==> config.mk <==
export PLATFORM = sky130hd
export DESIGN_NAME = cc_lives_controller
export DESIGN_NICKNAME = d
export VERILOG_FILES = /design/src/rtl/cc_lives_controller.sv
export SDC_FILE = /design/constraint.sdc
export NUM_CORES = 1
export LEC_CHECK = 0
export ABC_AREA = 1
export ABC_CLOCK_PERIOD_IN_PS = 1460
export CAP_MARGIN = 15
export CORE_MARGIN = 2
export CORE_UTILIZATION = 50
export DETAILED_ROUTE_END_ITERATION = 10
export HOLD_SLACK_MARGIN = 0.1
export PLACE_DENSITY_LB_ADDON = 0.05
export SETUP_SLACK_MARGIN = 0.02
export SLEW_MARGIN = 30
export SYNTH_ARGS = -nofsm -noshare
export SYNTH_HDL_FRONTEND = slang
export SYNTH_SLANG_ARGS = --single-unit
==> constraint.sdc <==
create_clock -name CC_LIVESCONTROLLER_CLOCK_50 -period 1.46 [get_ports CC_LIVESCONTROLLER_CLOCK_50]
set_input_delay 0.365 -clock CC_LIVESCONTROLLER_CLOCK_50 [delete_from_list [all_inputs] [get_ports CC_LIVESCONTROLLER_CLOCK_50]]
set_output_delay 0.365 -clock CC_LIVESCONTROLLER_CLOCK_50 [all_outputs]
set_load 0.02 [all_outputs]
==> src/rtl/cc_lives_controller.sv <==
// Game-state controller fed by the matrix comparator's crash flag: tracks lives,
// freezes play during the post-crash penalty, requests frog respawns and latches game over.
module cc_lives_controller #(
    parameter int LIVES_INIT     = 3,
    parameter int LIVES_WIDTH    = 2,
    parameter int PENALTY_CYCLES = 16,
    parameter int PENALTY_WIDTH  = 5
) (
    input  logic                   CC_LIVESCONTROLLER_CLOCK_50,
    input  logic                   CC_LIVESCONTROLLER_RESET_InHigh,
    input  logic                   CC_LIVESCONTROLLER_crash_In,
    input  logic                   CC_LIVESCONTROLLER_start_InLow,
    output logic [LIVES_WIDTH-1:0] CC_LIVESCONTROLLER_lives_OutBUS,
    output logic                   CC_LIVESCONTROLLER_freeze_OutHigh,
    output logic                   CC_LIVESCONTROLLER_respawn_OutHigh,
    output logic                   CC_LIVESCONTROLLER_gameover_OutHigh,
    output logic [1:0]             CC_LIVESCONTROLLER_state_OutBUS
);

    typedef enum logic [1:0] {
        IDLE     = 2'b00,
        PLAY     = 2'b01,
        HIT      = 2'b10,
        GAMEOVER = 2'b11
    } stateT;

    localparam logic [LIVES_WIDTH-1:0]   livesInit   = LIVES_WIDTH'(LIVES_INIT);
    localparam logic [LIVES_WIDTH-1:0]   livesOne    = LIVES_WIDTH'(1);
    localparam logic [PENALTY_WIDTH-1:0] penaltyLoad = PENALTY_WIDTH'(PENALTY_CYCLES - 1);

    stateT                    state, stateNext;
    logic [LIVES_WIDTH-1:0]   lives, livesNext;
    logic [PENALTY_WIDTH-1:0] penaltyCnt, penaltyCntNext;
    logic                     respawn, respawnNext;
    logic                     crashQ, startQ;
    logic                     hit, press;

    // Rising crash level and falling start level each count as one event.
    assign hit   = CC_LIVESCONTROLLER_crash_In & ~crashQ;
    assign press = ~CC_LIVESCONTROLLER_start_InLow & startQ;

    always_ff @(posedge CC_LIVESCONTROLLER_CLOCK_50) begin
        if (CC_LIVESCONTROLLER_RESET_InHigh) begin
            state      <= IDLE;
            lives      <= livesInit;
            penaltyCnt <= '0;
            respawn    <= 1'b0;
            crashQ     <= 1'b0;
            startQ     <= 1'b1;
        end else begin
            state      <= stateNext;
            lives      <= livesNext;
            penaltyCnt <= penaltyCntNext;
            respawn    <= respawnNext;
            crashQ     <= CC_LIVESCONTROLLER_crash_In;
            startQ     <= CC_LIVESCONTROLLER_start_InLow;
        end
    end

    always_comb begin
        stateNext      = state;
        livesNext      = lives;
        penaltyCntNext = penaltyCnt;
        respawnNext    = 1'b0;
        case (state)
            IDLE: begin
                if (press) begin
                    stateNext   = PLAY;
                    livesNext   = livesInit;
                    respawnNext = 1'b1;
                end
            end
            PLAY: begin
                if (hit) begin
                    if (lives > livesOne) begin
                        stateNext      = HIT;
                        livesNext      = lives - livesOne;
                        penaltyCntNext = penaltyLoad;
                    end else begin
                        stateNext = GAMEOVER;
                        livesNext = '0;
                    end
                end
            end
            HIT: begin
                if (penaltyCnt == '0) begin
                    stateNext   = PLAY;
                    respawnNext = 1'b1;
                end else begin
                    penaltyCntNext = penaltyCnt - 1'b1;
                end
            end
            GAMEOVER: begin
                livesNext = '0;
                if (press) begin
                    stateNext   = PLAY;
                    livesNext   = livesInit;
                    respawnNext = 1'b1;
                end
            end
            default: begin
                stateNext      = IDLE;
                livesNext      = livesInit;
                penaltyCntNext = '0;
            end
        endcase
    end

    assign CC_LIVESCONTROLLER_lives_OutBUS      = lives;
    assign CC_LIVESCONTROLLER_freeze_OutHigh    = (state != PLAY);
    assign CC_LIVESCONTROLLER_respawn_OutHigh   = respawn;
    assign CC_LIVESCONTROLLER_gameover_OutHigh  = (state == GAMEOVER);
    assign CC_LIVESCONTROLLER_state_OutBUS      = state;

endmodule

==> summary.txt <==
FLOORPLAN
--------------------------------------------------------------------------------------
Top Ports                                                                           11
Die Footprint                                                             0.001700 mm^2
Die boundary height                                                           41.24 um
Placeable core region                                                     0.001301 mm^2
Effective utilization at floorplan                                              0.5327
Die Span X                                                                    41.24 um
Number of cell rows                                                                 13

LOGIC SYNTHESIS
--------------------------------------------------------------------------------------
Most instantiated flip-flop cell in the synthesis netlist                 sky130_fd_sc_hd__dfxtp_1
Cell area after synthesis                                                   693.2 um^2
Share of synthesized flip-flops with an asynchronous set or reset                    0
Sequential fraction of the synthesis area                                       0.3466
Number of warning messages in the yosys log                                          0
Gate Count Post-Synth                                                              101
Total of flip-flops plus latches after synthesis                                    12
Average cell area after synthesis                                           6.863 um^2
Number of synthesized flops with an enable pin                                       0
Synth Net Count                                                                    110
Number of distinct standard cells referenced by the synthesized netlist             20

GLOBAL ROUTE
--------------------------------------------------------------------------------------
Gr ovfl total                                                                        0
Number of antenna violations at the first check in global routing                    0
First-pass GRT wire length                                                    2.214 mm
Number of global-route vias before repair                                          546
Largest net degree at the start of global routing                                    8
Total track usage                                                               0.2042

LAYOUT
--------------------------------------------------------------------------------------
Share of post-route cells with drive strength above 1                           0.3520
Area grow syn2layout                                                            44.58%
Fraction of the core area covered by cells at the end of the flow               0.7702
Number of nets at the end of the flow                                              135
Inserted Diodes                                                                      0
Fill cell instance count of the final layout                                        98

CTS
--------------------------------------------------------------------------------------
Total setup buffers inserted after CTS                                               0
Clock net sink count                                                                12
Inserted Clock Buffers                                                               3
Maximum number of buffers from clock root to sink                                    2
CTS tree                                                                         built
Clock root buffer                                                         sky130_fd_sc_hd__clkbuf_4
Post-CTS Hold Fix Bufs                                                               0
Clk Latency, worst-skew pair                                                   0.28 ns
Register clock-pin slew on the reported worst setup and hold paths             0.08 ns
# H-tree levels                                                                      1

STA
--------------------------------------------------------------------------------------
Final hold violation count                                                           0
Setup violators final                                                                0
Final critical path time including I/O delays and setup                       1.430 ns
Max Clk Rate                                                                0.6994 GHz
Final TNS setup                                                                   0 ns
Clock skew                                                                0.0009870 ns
Setup repair after global routing missed its margin                               true
Final Cycle Share                                                               0.9792
Final Slew Violations                                                                0
Worst-case headroom to the max-slew limit                                       0.7893
Slew of the pin with the lowest slew margin                                  0.3127 ns

SETUP PATH
--------------------------------------------------------------------------------------
Path type of the worst setup path                                         flop to output pin
Cell Chain, Critical Path                                                 buf_4 -> dlygate4sd2_1
CP top delay family                                                       buffers and inverters
Largest fanout on the critical path                                                  3
Slack of the worst reg-to-reg path                                             0.09 ns
Count of buffer and inverter cells on the critical path                              2
Slowest library cell on the worst path                                    sky130_fd_sc_hd__dlygate4sd2_1
Crit path largest cell delay                                                   0.34 ns
Type of element capturing the critical path                                 output pin
R2R depth                                                                            9
Crit start category                                                               flop
Arrival @ worst endpoint                                                       1.06 ns
Worst reg2reg startpoint                                                  CC_LIVESCONTROLLER_state_OutBUS[0]
Endpoint of the worst register-to-register path                           CC_LIVESCONTROLLER_state_OutBUS[0]
Data required time at the worst endpoint                                       1.10 ns

MIN PATH
--------------------------------------------------------------------------------------
Worst Hold End                                                            penaltyCnt[1]
Launch point of the worst hold path                                       penaltyCnt[1]
Hold Path Stages                                                                     2
Worst min-delay path category                                             flop to flop

DETAILED ROUTING
--------------------------------------------------------------------------------------
Number of iterations in the first detailed-routing pass                              5
Residual DRC                                                                         0
Routed length per instance                                                    11.76 um
Detailed Route WL                                                             1.647 mm
Via density per instance                                                         4.929
First-iteration detailed-routing DRC count                                           6
Vias                                                                               690
Remaining number of nets flagged by the antenna check after routing                  0

POWER AND IR DROP
--------------------------------------------------------------------------------------
Leakage power                                                             0.0004990 uW
Pwr per Cell Area                                                         2146 mW/mm^2
Maximum vdd drop                                                              1.274 mV

PLACED DESIGN
--------------------------------------------------------------------------------------
Buffers added on ports                                                              10
Detailed Place HPWL                                                           1.142 mm
Last weighted congestion value of the routability-driven placer                 0.8210

OUTCOME
--------------------------------------------------------------------------------------
Result of the run                                                         finished, final reports clean

RUN
--------------------------------------------------------------------------------------
Max cap viols                                                                        0

-- worst max path at each step --
stage / end / cells past startpoint / slack (ns) / startpoint
after floorplan: penaltyCnt[0] / 8 / 0.04 / CC_LIVESCONTROLLER_state_OutBUS[1]
after global placement: CC_LIVESCONTROLLER_freeze_OutHigh / 4 / -0.11 / CC_LIVESCONTROLLER_state_OutBUS[1]
after detailed placement: CC_LIVESCONTROLLER_freeze_OutHigh / 4 / -0.13 / CC_LIVESCONTROLLER_state_OutBUS[1]
after CTS: CC_LIVESCONTROLLER_gameover_OutHigh / 3 / 0.03 / CC_LIVESCONTROLLER_state_OutBUS[1]
after global routing: CC_LIVESCONTROLLER_state_OutBUS[1] / 2 / 0.008 / CC_LIVESCONTROLLER_state_OutBUS[1]
final: CC_LIVESCONTROLLER_state_OutBUS[1] / 2 / 0.03 / CC_LIVESCONTROLLER_state_OutBUS[1]
-- worst reg2reg max path, cell delays in order (launching register included) --
cell and delay [ns]:
sky130_fd_sc_hd__dfxtp_2 0.36, sky130_fd_sc_hd__buf_6 0.10, sky130_fd_sc_hd__inv_2 0.04, sky130_fd_sc_hd__buf_6 0.11, sky130_fd_sc_hd__ha_4 0.25, sky130_fd_sc_hd__inv_2 0.04, sky130_fd_sc_hd__o21ai_4 0.06, sky130_fd_sc_hd__nand2_2 0.09
sky130_fd_sc_hd__o21ai_2 0.15, sky130_fd_sc_hd__nor2_1 0.06
-- metal layers --
layer  routed length [um]  vias to the layer above  global-route usage
met4                   57                        0             0.09677
li1                     -                      363                   -
met1                  764                      301              0.2565
met3                   62                        7             0.03261
met2                  762                       19              0.3359
met5                    0                        -                   0
-- metrics by stage --
step | hold slack (ns) | worst slack [ns] | instances | power (uW) | instance area [um^2]
3_3_place_gp | 0.4771 | -0.1126 | 136 | 1672 | 895.9
5_1_grt | 0.5216 | 0.008498 | 140 | 2329 | 1002
2_1_floorplan | 0.4569 | 0.04337 | 101 | 1305 | 695.7
4_1_cts | 0.4952 | 0.02518 | 140 | 1961 | 925.9
3_5_place_dp | 0.4830 | -0.1250 | 136 | 1715 | 895.9
6_report | 0.4977 | 0.03030 | 140 | 2151 | 1002
-- cell families after synthesis --
group / Yosys count / share of synthesized area
and+or+nand+nor: 53 / 0.3592
buffers and inverters: 20 / 0.1137
DFF: 12 / 0.3466
AOI/OAI and AO/OA: 11 / 0.09024
adders and majority gates: 5 / 0.09025
-- cells in the mapped netlist (2+ instances only) --
cell type | number | share of area
sky130_fd_sc_hd__nor2_1 | 10 | 0.054
sky130_fd_sc_hd__nand2_4 | 2 | 0.032
sky130_fd_sc_hd__nand3_1 | 8 | 0.058
sky130_fd_sc_hd__or2_2 | 2 | 0.018
sky130_fd_sc_hd__a211oi_1 | 2 | 0.022
sky130_fd_sc_hd__nand2_2 | 2 | 0.018
sky130_fd_sc_hd__clkinv_2 | 2 | 0.014
sky130_fd_sc_hd__o21ai_0 | 4 | 0.029
sky130_fd_sc_hd__dfxtp_1 | 12 | 0.35
sky130_fd_sc_hd__nand2_1 | 26 | 0.14
sky130_fd_sc_hd__inv_1 | 16 | 0.087
sky130_fd_sc_hd__a21oi_1 | 3 | 0.022
sky130_fd_sc_hd__ha_1 | 5 | 0.090
-- repair_timing --
item,4_1_cts,5_1_grt
pin swaps,1,6
gates cloned,0,0
gates resized for setup,19,23
endpoints found under the setup margin,9,13
-- where the power goes --
group          switching, uW  total [uW]  internal, uW
Combinational            750        1340           585
Clock                    126         278           152
Sequential              99.3         538           439
-- placed cells by master (no fill, tap or decap), types with 3 or more instances in the layout --
cell | synthesis | routed
sky130_fd_sc_hd__ha_2 | 0 | 3
sky130_fd_sc_hd__clkbuf_4 | 0 | 3
sky130_fd_sc_hd__dlygate4sd2_1 | 0 | 4
sky130_fd_sc_hd__nand2_1 | 26 | 25
sky130_fd_sc_hd__nand3_1 | 8 | 7
sky130_fd_sc_hd__nor2_1 | 10 | 8
sky130_fd_sc_hd__nand2_4 | 2 | 4
sky130_fd_sc_hd__buf_6 | 0 | 3
sky130_fd_sc_hd__a21oi_1 | 3 | 3
sky130_fd_sc_hd__nor2_2 | 1 | 3
sky130_fd_sc_hd__buf_4 | 0 | 11
sky130_fd_sc_hd__dfxtp_1 | 12 | 10
sky130_fd_sc_hd__clkdlybuf4s50_1 | 0 | 3
sky130_fd_sc_hd__inv_1 | 16 | 14
-- final cells by class --
| class | instances | area [um^2] | share of cell area |
|---|---|---|---|
| Sequential cell | 12 | 242.7 | 0.2422 |
| Tap cell | 15 | 18.77 | 0.01873 |
| Timing Repair Buffer | 22 | 191.4 | 0.1910 |
| Clock buffer | 4 | 36.28 | 0.03620 |
| Multi-Input combinational cell | 69 | 440.4 | 0.4395 |
| Inverter | 18 | 72.57 | 0.07241 |
-- state kept, by name (all words and copies together), names as in the netlist --
signal                              count
CC_LIVESCONTROLLER_lives_OutBUS         2
CC_LIVESCONTROLLER_respawn_OutHigh      1
CC_LIVESCONTROLLER_state_OutBUS         2
crashQ                                  1
penaltyCnt                              5
startQ                                  1
No activity file was read; power rests on OpenSTA's default activity.
